--- src/rtl/main_memory_controller_pkg.sv ---
// Shared widths, state encodings and request payload for the cache-to-memory block responder.
package main_memory_controller_pkg;

  localparam int unsigned ADRES_BIT   = 32;
  localparam int unsigned VERI_BIT    = 32;
  localparam int unsigned BLOK_BIT    = 128;
  localparam int unsigned BEAT_SAYISI = BLOK_BIT / VERI_BIT;
  localparam int unsigned SAYAC_BIT   = $clog2(BEAT_SAYISI) + 1;

  localparam logic [1:0] BOSTA = 2'd0;
  localparam logic [1:0] OKU   = 2'd1;
  localparam logic [1:0] YAZ   = 2'd2;
  localparam logic [1:0] DONUS = 2'd3;

  localparam logic [ADRES_BIT-1:0] ADRES_MASKE = ~ADRES_BIT'(BLOK_BIT / 8 - 1);

  typedef struct packed {
    logic [ADRES_BIT-1:0] taban;
    logic                 veri_istemci;
  } istek_t;

  // Word address of a beat within a block-aligned base.
  function automatic logic [ADRES_BIT-1:0] beat_adres(input logic [ADRES_BIT-1:0] taban,
                                                      input logic [SAYAC_BIT-1:0] beat);
    return taban + (ADRES_BIT'(beat) << 2);
  endfunction

endpackage

--- src/rtl/main_memory_controller_block_word_assembler.sv ---
// Collects in-order read words into the lanes of one cache block.
module main_memory_controller_block_word_assembler
  import main_memory_controller_pkg::*;
(
  input  logic                clk_i,
  input  logic                rst_i,
  input  logic                i_temizle,
  input  logic                i_yaz_en,
  input  logic [VERI_BIT-1:0] i_kelime,
  output logic [BLOK_BIT-1:0] o_blok_sonraki_c,
  output logic                o_son_c
);

  logic [SAYAC_BIT-1:0] r_sayac;
  logic [BLOK_BIT-1:0]  r_blok;

  // Block as it looks once the word arriving now is placed in its lane.
  always_comb begin
    o_blok_sonraki_c = r_blok;
    for (int unsigned i = 0; i < BEAT_SAYISI; i++) begin
      if (i_yaz_en && (r_sayac == SAYAC_BIT'(i))) begin
        o_blok_sonraki_c[i*VERI_BIT +: VERI_BIT] = i_kelime;
      end
    end
    o_son_c = i_yaz_en && (r_sayac == SAYAC_BIT'(BEAT_SAYISI - 1));
  end

  always_ff @(posedge clk_i or negedge rst_i) begin
    if (!rst_i) begin
      r_sayac <= '0;
      r_blok  <= '0;
    end else if (i_temizle) begin
      r_sayac <= '0;
      r_blok  <= '0;
    end else if (i_yaz_en && (r_sayac < SAYAC_BIT'(BEAT_SAYISI))) begin
      r_sayac <= r_sayac + SAYAC_BIT'(1);
      r_blok  <= o_blok_sonraki_c;
    end
  end

endmodule

--- src/rtl/main_memory_controller.sv ---
// Serves instruction/data cache block requests as four word transactions to main memory.
module main_memory_controller
  import main_memory_controller_pkg::*;
(
  input  logic                 clk_i,
  input  logic                 rst_i,
  input  logic [ADRES_BIT-1:0] b_okuma_istek_adres_i,
  input  logic                 b_okuma_istek_gecerli_i,
  output logic [BLOK_BIT-1:0]  b_okuma_veri_blok_o,
  output logic                 b_okuma_istek_hazir_o,
  input  logic [ADRES_BIT-1:0] v_istek_adres_i,
  input  logic                 v_istek_gecerli_i,
  input  logic                 v_istek_yaz_i,
  input  logic [BLOK_BIT-1:0]  v_yazma_veri_blok_i,
  output logic [BLOK_BIT-1:0]  v_okuma_veri_blok_o,
  output logic                 v_istek_hazir_o,
  output logic [ADRES_BIT-1:0] bellek_istek_adres_o,
  output logic                 bellek_istek_gecerli_o,
  output logic                 bellek_istek_yaz_o,
  output logic [VERI_BIT-1:0]  bellek_yazma_veri_o,
  input  logic                 bellek_istek_kabul_i,
  input  logic [VERI_BIT-1:0]  bellek_okuma_veri_i,
  input  logic                 bellek_okuma_gecerli_i
);

  logic [1:0]           r_durum, w_durum_d;
  istek_t               r_istek, w_istek_d;
  logic                 r_rr_veri, w_rr_d;
  logic [SAYAC_BIT-1:0] r_gonder, w_gonder_d;
  logic [BLOK_BIT-1:0]  r_yazma_blok, w_yazma_blok_d;

  logic                 w_kabul, w_sec_veri, w_yaz_sec, w_aktif_d, w_tamam;
  logic                 w_okuma_en, w_temizle, w_son_c;
  logic [BLOK_BIT-1:0]  w_blok_sonraki;
  logic [ADRES_BIT-1:0] w_bellek_adres_d;
  logic [VERI_BIT-1:0]  w_bellek_veri_d;
  logic                 w_bellek_yaz_d;

  assign w_temizle  = (r_durum == BOSTA);
  assign w_okuma_en = (r_durum == OKU) && bellek_okuma_gecerli_i;

  main_memory_controller_block_word_assembler u_assembler (
    .clk_i            (clk_i),
    .rst_i            (rst_i),
    .i_temizle        (w_temizle),
    .i_yaz_en         (w_okuma_en),
    .i_kelime         (bellek_okuma_veri_i),
    .o_blok_sonraki_c (w_blok_sonraki),
    .o_son_c          (w_son_c)
  );

  // Arbitration, beat sequencing and next values of the registered memory-side outputs.
  always_comb begin
    w_durum_d      = r_durum;
    w_istek_d      = r_istek;
    w_rr_d         = r_rr_veri;
    w_gonder_d     = r_gonder;
    w_yazma_blok_d = r_yazma_blok;
    w_sec_veri     = 1'b0;
    w_yaz_sec      = 1'b0;
    w_kabul        = bellek_istek_gecerli_o && bellek_istek_kabul_i;

    case (r_durum)
      BOSTA: begin
        w_gonder_d = '0;
        if (v_istek_gecerli_i || b_okuma_istek_gecerli_i) begin
          w_sec_veri = v_istek_gecerli_i && (!b_okuma_istek_gecerli_i || r_rr_veri);
          w_yaz_sec  = w_sec_veri && v_istek_yaz_i;
          if (v_istek_gecerli_i && b_okuma_istek_gecerli_i) w_rr_d = ~r_rr_veri;
          w_istek_d.taban = (w_sec_veri ? v_istek_adres_i : b_okuma_istek_adres_i) & ADRES_MASKE;
          w_istek_d.veri_istemci = w_sec_veri;
          if (w_yaz_sec) w_yazma_blok_d = v_yazma_veri_blok_i;
          w_durum_d = w_yaz_sec ? YAZ : OKU;
        end
      end
      OKU: begin
        if (w_kabul) w_gonder_d = r_gonder + SAYAC_BIT'(1);
        if (w_son_c) w_durum_d = DONUS;
      end
      YAZ: begin
        if (w_kabul) begin
          w_gonder_d = r_gonder + SAYAC_BIT'(1);
          if (r_gonder == SAYAC_BIT'(BEAT_SAYISI - 1)) w_durum_d = DONUS;
        end
      end
      DONUS:   w_durum_d = BOSTA;
      default: w_durum_d = BOSTA;
    endcase

    w_aktif_d        = ((r_durum == OKU) || (r_durum == YAZ)) &&
                       (w_gonder_d < SAYAC_BIT'(BEAT_SAYISI));
    w_bellek_yaz_d   = w_aktif_d && (r_durum == YAZ);
    w_bellek_adres_d = w_aktif_d ? beat_adres(r_istek.taban, w_gonder_d) : '0;
    w_bellek_veri_d  = '0;
    for (int unsigned i = 0; i < BEAT_SAYISI; i++) begin
      if (w_bellek_yaz_d && (w_gonder_d == SAYAC_BIT'(i))) begin
        w_bellek_veri_d = r_yazma_blok[i*VERI_BIT +: VERI_BIT];
      end
    end
    w_tamam = (w_durum_d == DONUS) && (r_durum != DONUS);
  end

  always_ff @(posedge clk_i or negedge rst_i) begin
    if (!rst_i) begin
      r_durum <= BOSTA;
    end else begin
      r_durum <= w_durum_d;
    end
  end

  // Request context, pointers and all registered outputs.
  always_ff @(posedge clk_i or negedge rst_i) begin
    if (!rst_i) begin
      r_istek                <= '0;
      r_rr_veri              <= 1'b1;
      r_gonder               <= '0;
      r_yazma_blok           <= '0;
      bellek_istek_gecerli_o <= 1'b0;
      bellek_istek_yaz_o     <= 1'b0;
      bellek_istek_adres_o   <= '0;
      bellek_yazma_veri_o    <= '0;
      b_okuma_istek_hazir_o  <= 1'b0;
      v_istek_hazir_o        <= 1'b0;
      b_okuma_veri_blok_o    <= '0;
      v_okuma_veri_blok_o    <= '0;
    end else begin
      r_istek                <= w_istek_d;
      r_rr_veri              <= w_rr_d;
      r_gonder               <= w_gonder_d;
      r_yazma_blok           <= w_yazma_blok_d;
      bellek_istek_gecerli_o <= w_aktif_d;
      bellek_istek_yaz_o     <= w_bellek_yaz_d;
      bellek_istek_adres_o   <= w_bellek_adres_d;
      bellek_yazma_veri_o    <= w_bellek_veri_d;
      b_okuma_istek_hazir_o  <= w_tamam && !r_istek.veri_istemci;
      v_istek_hazir_o        <= w_tamam && r_istek.veri_istemci;
      if (w_son_c) begin
        if (r_istek.veri_istemci) v_okuma_veri_blok_o <= w_blok_sonraki;
        else                      b_okuma_veri_blok_o <= w_blok_sonraki;
      end
    end
  end

endmodule
--- config.mk ---
export PLATFORM = sky130hd
export DESIGN_NAME = main_memory_controller
export DESIGN_NICKNAME = d
export VERILOG_FILES = /design/src/rtl/main_memory_controller_pkg.sv /design/src/rtl/main_memory_controller_block_word_assembler.sv /design/src/rtl/main_memory_controller.sv
export SDC_FILE = /design/constraint.sdc
export NUM_CORES = 1
export LEC_CHECK = 0
export CORE_ASPECT_RATIO = 1.1
export CORE_UTILIZATION = 50
export CTS_CLUSTER_DIAMETER = 50
export CTS_CLUSTER_SIZE = 28
export DETAILED_ROUTE_END_ITERATION = 6
export HOLD_SLACK_MARGIN = 0.12
export PLACE_DENSITY = 0.86
export REMOVE_ABC_BUFFERS = 1
export SETUP_SLACK_MARGIN = 0.1
export SLEW_MARGIN = 40
export SYNTH_ARGS = -nofsm -noshare
export SYNTH_HDL_FRONTEND = slang
export SYNTH_SLANG_ARGS = --single-unit
export TNS_END_PERCENT = 20
--- constraint.sdc ---
create_clock -name clk_i -period 3.6 [get_ports clk_i]
set_input_delay 0.36 -clock clk_i [delete_from_list [all_inputs] [get_ports clk_i]]
set_output_delay 0.36 -clock clk_i [all_outputs]
set_load 0.02 [all_outputs]
======== After elaboration in Yosys (flattened, before gate mapping) ========
Cells that the tools add are included.
storage, ports and cells
  bits in read-only memories .............. 0
  flip-flop bits (word level) ............. 618
  latch bits .............................. 0
  bits of input ports ..................... 231
  RAM bits ................................ 0
  output and inout bits ................... 324
  memories ................................ 0
cells by class
  div/mod/pow operators ................... 0
  $add $sub $neg .......................... 3
  eq/ne operators ......................... 12
  order comparisons ....................... 2
  reductions and logical operators ........ 34
  shifts and indexed selects .............. 0
  bitwise gates (word level) .............. 2
  $mul .................................... 0
  multiplexer cells ....................... 22
operator list
  kind                                                             number
  32-bit two-way mux                                               10
  128-bit two-way mux                                              2
  32-bit by 5-bit adder with 32-bit output                         1
  1-bit logical AND                                                19
  3-bit by 2-bit == test with 1-bit output, second input constant  5
  2-bit two-way mux                                                5
  3-bit two-way mux                                                3
  2-bit case mux with 4 select lines                               1
  3-bit by 1-bit adder with 3-bit output, second input constant    2
  2-bit == test, second input constant                             3
  3-bit by 1-bit == test with 1-bit output, second input constant  2
  3-bit zero test                                                  2
  3-bit less-than comparator, second input constant                2
  3-bit case mux with 2 select lines                               1
  2-bit AND reduction                                              3
  3-bit AND reduction                                              2
  1-bit logical OR                                                 3
  2-bit by 1-bit == test with 1-bit output, second input constant  1
  1-bit zero test                                                  2
  2-bit zero test                                                  1
  2-bit != test, second input constant                             1
  1-bit NOT                                                        2
  2-bit nonzero test                                               1
  2-bit OR reduction                                               1

======== Logic depth before layout (Yosys ltp) ========
Gate-level depths: netlist of run 1.
  depth after elaboration ................. 11
  gate-level depth with buffers ........... 12
  depth with buffers taken out ............ 10

======== By module ========
Synthesis of run 1 repeated with hierarchy kept, for this count alone.
second synthesis, totals
  cell total of the unflattened synthesis .. 1909
  area, all modules ....................... 26280.2 sq um
by module, submodules not included
  module                                       seq. area each (sq um)  cells each  instances  area each (sq um)
  main_memory_controller                       12137.9                 1401        1          19820.3
  main_memory_controller_block_word_assembler  3278.1                  508         1          6459.9

======== Worst setup path before layout of run 1 ========
No wires, ideal clock.
  path type ............................... reg-to-reg
  start ................................... reg r_durum[1]
  end ..................................... reg bellek_istek_adres_o[22]
  slack ................................... 627 ps
  path buffers ............................ 1
  arrival ................................. 2895 ps
  library setup time ...................... 78 ps
  cell stages (with the launch flop) ...... 12
  cells stage by stage .................... dfrtp_1 -> ha_1 -> nand3b_1 -> nor2_1 -> a21oi_1 -> o21ai_0 -> ha_1 -> nand3_1 -> or3_1 -> buf_2 -> or4_1 -> a21oi_1
on the way
  word-level cells in the longest chain between the ends .. 6
  elaborated cells between the ends (all ways) .. 10
  classes of those cells .................. 1 x add/sub; 1 x order compare; 2 x eq/ne; 2 x mux; 4 x reduce/logical
ends and longest elaborated chain
  what                                                                              line                           source
  start, declared                                                                   main_memory_controller.sv:26   logic [1:0] r_durum, w_durum_d;
  start signal, assigned                                                            main_memory_controller.sv:107  r_durum <= w_durum_d;
  2-bit by 1-bit == test with 1-bit output / 2-bit == test (equally long branches)  main_memory_controller.sv:63   case (r_durum)
  2-bit OR reduction (no line)                                                      -
  3-bit case mux with 2 select lines *                                              main_memory_controller.sv:63
  named net w_gonder_d[2]                                                           main_memory_controller.sv:29   logic [SAYAC_BIT-1:0] r_gonder, w_gonder_d;
  branches (longest 2 deep; another with 32-bit by 5-bit adder with 32-bit output)  -
  32-bit two-way mux *                                                              main_memory_controller.sv:93   w_bellek_adres_d = w_aktif_d ? beat_adres(r_istek.taban, w_gonder_d) : '0;
  named net w_bellek_adres_d[22]                                                    main_memory_controller.sv:35   logic [ADRES_BIT-1:0] w_bellek_adres_d;
  end signal, assigned                                                              main_memory_controller.sv:133  bellek_istek_adres_o <= w_bellek_adres_d;
  end, declared                                                                     main_memory_controller.sv:17   output logic [ADRES_BIT-1:0] bellek_istek_adres_o,
Mark *: on every way through the listed nets, which the timed path passes.
A chain may end at the register's enable or synchronous reset.

======== Final worst setup path of run 1 ========
  start ................................... reg r_gonder[0]
  end ..................................... reg bellek_istek_adres_o[21]
on the way
  word-level cells in the longest chain between the ends .. 6
  elaborated cells between the ends (all ways) .. 7
  classes of those cells .................. 2 x add/sub; 1 x order compare; 3 x mux; 1 x reduce/logical
ends and longest elaborated chain
  what                                                                              line                                                        source
  start, declared                                                                   main_memory_controller.sv:29
  start signal, assigned                                                            main_memory_controller.sv:129                               r_gonder <= w_gonder_d;
  3-bit by 1-bit adder with 3-bit output *                                          main_memory_controller.sv:77, main_memory_controller.sv:82
  3-bit two-way mux *                                                               main_memory_controller.sv:77, main_memory_controller.sv:81
  3-bit case mux with 2 select lines *                                              main_memory_controller.sv:63
  named net w_gonder_d[2]                                                           main_memory_controller.sv:29
  branches (longest 2 deep; another with 32-bit by 5-bit adder with 32-bit output)  -
  32-bit two-way mux *                                                              main_memory_controller.sv:93
  named net w_bellek_adres_d[21]                                                    main_memory_controller.sv:35
Marked as above.

==> impl_results.md, run 1 <==
* Startpoint Class: register
* Crit path DAT at between 3 and 4 ns
* Post-detail-place hpwl at around 45000 um
* Area of the multi-input gates at between 8000 and 9000 um2
* Register area share after synthesis at 0.629
* R2R Path Start: r_gonder[0]
* Total CTS buffers at 46
* Number of flops mapped to enable cells by yosys at 0
* Worst VDD drop at about 0.47 mV
* Yosys warns at 0
* R2r setup slk at about 0.32 ns
* Gr usage total at 0.281
* Top cells by count, synth: 583 x dfrtp_1, 271 x nand2_1, 226 x o21ai_0, 194 x mux2_2, 126 x mux2i_1
* Met1 WL at around 25000 um
* Post-Syn Instances at ~1900
* Die area at ~47000 um2
* Rel. slew slack at 0.447
* FMAX at slightly above 0.3 GHz
* Die Wd at 208 um
* Die Ht at roughly 230 um
* Layout cells sized above 1 at 0.139
* Final WL at roughly 66000 um
* Met2 wire len at around 33000 um
* Async set-or-reset flop fraction in the synthesized netlist at 1.00
* Synth top area share at 0.628
* Worst EP required at around 4 ns
* Initial drt markers at 1378
* Non-filler cells, final at a little over 3000
* End-of-flow core utilization at 0.685
* Post-synth top area cell: dfrtp_1
* Final slew viol count at 0
* Leakage at 0.0143 uW
* CP Capture Type: register
* Total number of vias at between 15000 and 20000
* Fin nets at 2682
* Clock Sinks at ~580
* Worst-Margin Slew at 0.828 ns
* Most numerous cell in the Yosys netlist: dfrtp_1
* Layout fillers at just over 3000
* Overall power at 20900 uW
* Max Cap Viol at 0
* Register bit total from synthesis at ~600
* CTS root buf: clkbuf_16
* Period utilisation layout at 0.911
* Final min period at 3.28 ns
* Area delta synth->final at 34.7%
* Top cells by area, synth: dfrtp_1 63%, mux2_2 9.4%, mux2i_1 5.4%
* Final setup fails at 0
* Synth Area per Inst at around 12 um2
* Clock transition at the registers of the reported paths at roughly 0.080 ns
* Postcts setup bufs at 0
* Status: complete, no violations
* Worst r2r path cells at 10
* Worst-case clock buffer depth at 3
* Final antenna-violating net count at 0
* Worst-Skew Late Latency at 0.59 ns
* Drt first pass iters at 5
* Unrepaired setup endpoints after global routing: no
* Row count at 82
* WL per Instance at ~22 um
* Initial Util at 0.508
* Cells after DPL at between 2000 and 3000
* Residual DRC at 0
* WS Path Type: register to register
* GPL Wtd Cong at ~0.86
* First-pass GRT wire length at 105000 um
* Synth unique cells at 48
* Metal3 WL at 5240 um
* Mapped cell area at between 20000 and 25000 um2
* Core ar. at about 46000 um2
* Fin. Hold Viols at 0
* TritonCTS clock tree: done
* Top_reg_cell synth: dfrtp_1
* DR top layer: met5
* Worst Path Max Fanout at 20
* H-tree levels at 2
* Hold/Removal Path Class: input port to async pin
* Remaining global-route overflow at 0
* PD cells at around 670 nW/um2
* IO Port Bufs at approximately 540
* Initial antenna violation count at 2
* Sequential cell area at around 15000 um2
* Io pins at about 560
* Layout Skew at between 0.02 and 0.025 ns
* RR Endpoint: bellek_istek_adres_o[21]
* Largest net degree at the start of global routing at 99
* Vias in the first global route at around 18000
* Vias per cell at around 5.7
* ANT cells at 0
[timing repair]
action | in CTS | in global routing
resized for setup | 1 | 1
hold endpoints to repair | 78 | 0
setup endpoints to repair | 5 | 12
hold buffers | 1 | 0
cloned | 0 | 0
[metrics by stage]
stage	hold WS (ns)	TNS (ns)	instance area (um2)	worst slack, ns
after floorplan	0.0644	-1323.83	22700	-3.93
final	0.238	0	31300	0.320
after global placement	0.449	0	29500	0.241
after detailed placement	0.446	0	29500	0.0884
after global routing	0.237	0	31300	0.143
after CTS	0.347	0	31300	0.248
[cell families after synthesis]
family / Yosys count / synth area share
AO/OA/AOI/OAI: 365 / 0.0934
other: 1 / 0.000161
adder cells (fa/ha/maj): 13 / 0.00700
AND/OR/NAND/NOR: 480 / 0.0891
multiplexers: 320 / 0.148
XOR/XNOR: 16 / 0.00603
flip-flops: 584 / 0.629
buffers and inverters: 157 / 0.0273
[registers in the layout (all words and copies together), names as in the netlist, 3 cells and up]
name / cells
u_assembler.r_sayac: 3
v_okuma_veri_blok_o: 128
r_yazma_blok: 128
bellek_istek_adres_o: 30
u_assembler.r_blok: 96
b_okuma_veri_blok_o: 128
r_gonder: 3
bellek_yazma_veri_o: 32
r_istek: 29
[how the worst max path moves through the flow]
| stage | start | end | slack (ns) | cells past startpoint |
|---|---|---|---|---|
| finish | r_gonder[0] | bellek_istek_adres_o[21] | 0.32 | 10 |
| detailed placement | r_gonder[0] | bellek_istek_adres_o[21] | 0.09 | 10 |
| CTS | r_gonder[0] | bellek_istek_adres_o[21] | 0.25 | 10 |
| floorplan | r_durum[1] | r_yazma_blok[0] | -3.93 | 4 |
| global placement | bellek_istek_kabul_i | bellek_istek_adres_o[21] | 0.24 | 10 |
| global route | r_gonder[0] | bellek_istek_adres_o[22] | 0.14 | 10 |
[worst max-delay path: stages (launching register included)]
cell and delay (ns):
dfrtp_1 0.47, ha_1 0.25, ha_1 0.33, nor2_1 0.16, a21oi_1 0.06, o21ai_1 0.30
ha_1 0.26, nand3_1 0.18, or3_4 0.49, or4_1 0.54, a21oi_1 0.16
[cells in the final DEF, fill, tap and decap left out, types with 3 or more instances in the layout]
cell | Yosys | layout
inv_1 | 17 | 17
clkbuf_8 | 0 | 4
clkdlybuf4s50_1 | 0 | 543
xor2_1 | 3 | 3
buf_4 | 2 | 31
inv_6 | 0 | 5
a311oi_1 | 32 | 32
o21ai_0 | 226 | 223
nand2_1 | 271 | 268
clkinv_8 | 0 | 4
nor2_1 | 118 | 118
dfrtp_1 | 583 | 583
ha_1 | 13 | 12
clkinv_4 | 0 | 4
nand4b_1 | 3 | 3
inv_8 | 0 | 9
o31ai_1 | 12 | 12
or3_1 | 4 | 3
nor4_1 | 5 | 5
o21ai_4 | 0 | 3
clkbuf_16 | 0 | 49
mux2i_1 | 126 | 124
buf_12 | 0 | 16
nand2_2 | 0 | 3
bufinv_16 | 0 | 7
a211oi_1 | 64 | 64
xnor2_1 | 13 | 13
nand4_1 | 41 | 41
a21oi_1 | 20 | 20
nand3_1 | 11 | 9
mux2_2 | 194 | 194
or4_1 | 12 | 12
[routing by layer]
layer,GRT usage,up-vias
li1,-,7778
met1,0.334,8866
met2,0.480,761
met3,0.0754,183
met4,0.125,4
met5,0,-
[layout make-up]
cell class              count  area share
well taps                 588      0.0235
multi-input cells        1196       0.259
repair buffers            593       0.193
flip-flops and latches    584       0.467
inverters                  17     0.00204
clock inverters            31      0.0149
clock buffers              55      0.0411
[power breakdown]
part,switching (uW),total (uW),internal (uW)
combinational,3190,5850,2660
clock,2590,5770,3180
sequential,1040,9260,8220
(Power assumes the default switching activity.)
==> run 2, diff against run 1 <==
Settings changed: CAP_MARGIN from default to 20, CORE_UTILIZATION 50 to 51, SYNTH_HIERARCHICAL from default to 1.
==> run 2 against run 1 <==
Worst hold slack got worse by 0.050 ns. Register-to-register slack about the same. Non-clock buffer count increased by 2. Clock power increased by 0.9%. Largest power group unchanged.
==> impl_results.md, run 2 <==
* Top_reg_cell synth: dfrtp_1
* Io pins at around 560
* Area delta synth->final at 31.0%
* Initial drt markers at ~1200
* TritonCTS clock tree: done
* Worst-Margin Slew at 0.849 ns
* Met3 usage at 0.0673
* Remaining global-route overflow at 0
* Layout Skew at roughly 0.03 ns
* Vias in the first global route at between 15000 and 20000
* Buffers and inverters on the worst path at 0
* Clock transition at the registers of the reported paths at about 0.10 ns
* Period utilisation layout at 0.912
* Worst Hold Slack at between 0.15 and 0.2 ns
* Number of flops mapped to enable cells by yosys at 0
* CP delay by family, top: simple AND/OR/NAND/NOR gates
* CTS root buf: clkbuf_16
* Worst Path Max Fanout at 8
* Die Ht at between 200 and 250 um
* GR Util met1 at 0.338
* Vias per cell at ~5.8
* Most frequent cells in the layout: 615 x dfrtp_1, 543 x clkdlybuf4s50_1, 425 x mux2_2, 144 x nand2_1, 96 x nor2b_1
* End-of-flow core utilization at 0.682
* Clock group share of total power at 0.273
* Logic pwr share at 0.289
* Worst EP required at 4.12 ns
* Clock Sinks at roughly 620
* Startpoint Class: register
* Layout fillers at between 3000 and 4000
* Largest stage delay on the critical path at roughly 0.50 ns
* Postcts setup bufs at 0
* Status: complete, no violations
* P_int at around 14000 uW
* Initial Util at 0.521
* GPL Wtd Cong at between 0.8 and 0.9
* Die Wd at about 220 um
* Final slew viol count at 0
* WL per Instance at 23.3 um
* Largest net degree at the start of global routing at 140
* Top cells by count, synth: 615 x dfrtp_1, 425 x mux2_2, 146 x nand2_1, 97 x clkbuf_1, 97 x nor2b_1
* Row count at 86
* CP cell instances: ha_1 > ha_1 > nor4bb_2 > a21oi_1 > o21ai_1 > ha_2 > nand2_1 > or4_4 > or4_1 > a21oi_1
* Synth unique cells at 55
* Synth Area per Inst at ~14 um2
* Total CTS buffers at 48
* CP Capture Type: register
* Fin nets at 2667
* Leakage at ~0.016 uW
* Worst-Skew Late Latency at approximately 0.61 ns
* Cell count along the critical path at 10
* Final min period at between 3 and 4 ns
* Layout cells sized above 1 at 0.276
* Die area at 52400 um2
* Max Cap Viol at 0
* Post-synth top area cell: dfrtp_1
* Crit-path slowest cell: or4_4
* First-pass GRT wire length at around 110000 um
* Residual DRC at 0
* Met2 layer usage reported by global route at 0.468
* Post-detail-place hpwl at between 40000 and 50000 um
* Gr usage total at 0.275
* Final setup fails at 0
* Overall power at 21300 uW
* Total number of vias at 17987
* Sequential share of power at 0.438
* Most numerous cell in the Yosys netlist: dfrtp_1
* Final WL at ~73000 um
* NetSw at 7160 uW
* IO Port Bufs at roughly 540
* Drt first pass iters at 5
* Core ar. at about 50000 um2
* Fin. Hold Viols at 0
* Rel. slew slack at 0.434
* Worst r2r path cells at 10
* Final antenna-violating net count at 0
* Register bit total from synthesis at between 600 and 700
* GR peak layer: met2
* Mapped cell area at approximately 26000 um2
* WS Path Type: register to register
* Initial antenna violation count at 9
* Synth top area share at 0.586
* Yosys warns at 6
* Unrepaired setup endpoints after global routing: no
* Commonest non-fill, non-tap cell in the layout: dfrtp_1
* PD cells at about 620 nW/um2
* Top cells by area, synth: dfrtp_1 59%, mux2_2 18%, mux2_4 5.0%
* Worst VDD drop at 0.570 mV
* Worst-case clock buffer depth at 3
* Register area share after synthesis at 0.587
* Switching Share at 0.335
* Crit path DAT at between 3 and 4 ns
* H-tree levels at 2
* Hold/Removal Path Class: input port to async pin
* Async set-or-reset flop fraction in the synthesized netlist at 1.00
* FMAX at between 0.3 and 0.4 GHz
* Post-Syn Instances at between 1500 and 2000
-- run 2: cell count changes after synthesis, moves of 38 or more --
cell / previous run / this run
mux2_2: 194 / 425
o21ai_0: 226 / 35
mux2_4: 0 / 87
mux2i_1: 126 / 33
nor2_1: 118 / 18
nand2_1: 271 / 146
nand4_1: 41 / 3
nor2b_1: 1 / 97
-- run 2: what timing repair did --
item | 4_1_cts | 5_1_grt
gates resized for setup | 1 | 3
setup endpoints to repair | 1 | 3
hold buffers | 1 | 0
hold endpoints to repair | 75 | 0
-- run 2: metal layers --
layer / part of all wire / wire length [um] / up-vias
met5: 0.0011 / 80 / -
met4: 0.036 / 2600 / 12
met3: 0.076 / 5570 / 147
met2: 0.50 / 36600 / 746
met1: 0.38 / 28000 / 9280
li1: - / - / 7802
-- run 2: final timing paths --
path / start / end / slack [ns]
worst min register to register: r_yazma_blok[99] / bellek_yazma_veri_o[3] / 0.50
worst max-delay path: r_gonder[0] / bellek_istek_adres_o[30] / 0.32
worst min-delay path: rst_i / u_assembler/r_blok[82] / 0.19
min in group clk_i: v_yazma_veri_blok_i[126] / r_yazma_blok[126] / 0.36
max in group asynchronous: rst_i / bellek_yazma_veri_o[13] / 2.27
worst max register to register: r_gonder[0] / bellek_istek_adres_o[30] / 0.32
-- run 2: final cells by class --
| type | instances | area (um2) | area share |
|---|---|---|---|
| Sequential cell | 616 | 15400 | 0.448 |
| Multi-Input combinational cell | 1147 | 10300 | 0.299 |
| Timing Repair Buffer | 595 | 6060 | 0.176 |
| Clock buffer | 50 | 1210 | 0.0351 |
| Tap cell | 660 | 826 | 0.0240 |
| Clock inverter | 40 | 554 | 0.0161 |
| Inverter | 15 | 56.3 | 0.00164 |
| Antenna cell | 4 | 10.0 | 0.000291 |
-- run 2: kinds of logic (layout without fill, tap and decap cells) --
logic type      count (synthesis)  count (layout)  share of synthesized area
simple gates                  369             369                     0.0789
fa+ha+maj                      13              13                    0.00619
buf+inv                       147             700                     0.0256
xor+xnor                       15              15                    0.00500
other cells                     1               6                   0.000143
flops                         616             616                      0.587
mux                           545             545                      0.244
compound gates                203             203                     0.0532
-- run 2: power by group through the flow --
stage | clock network, uW | registers, uW | logic (uW)
floorplan | 0 | 9520 | 3480
global placement | 0 | 9330 | 5860
detailed placement | 0 | 9430 | 6090
CTS | 5920 | 9320 | 6160
global route | 6200 | 9480 | 6600
finish | 5820 | 9350 | 6170
-- run 2: per-stage QoR --
step                      TNS [ns]  cell area [um2]  std cells  worst slack [ns]
final                            0            34400       3127             0.316
after global routing             0            34400       3126             0.125
after CTS                        0            34400       3122             0.125
after detailed placement         0            32600       3031             0.103
after global placement           0            32600       3031             0.278
after floorplan           -1551.14            25700       1778             -4.85
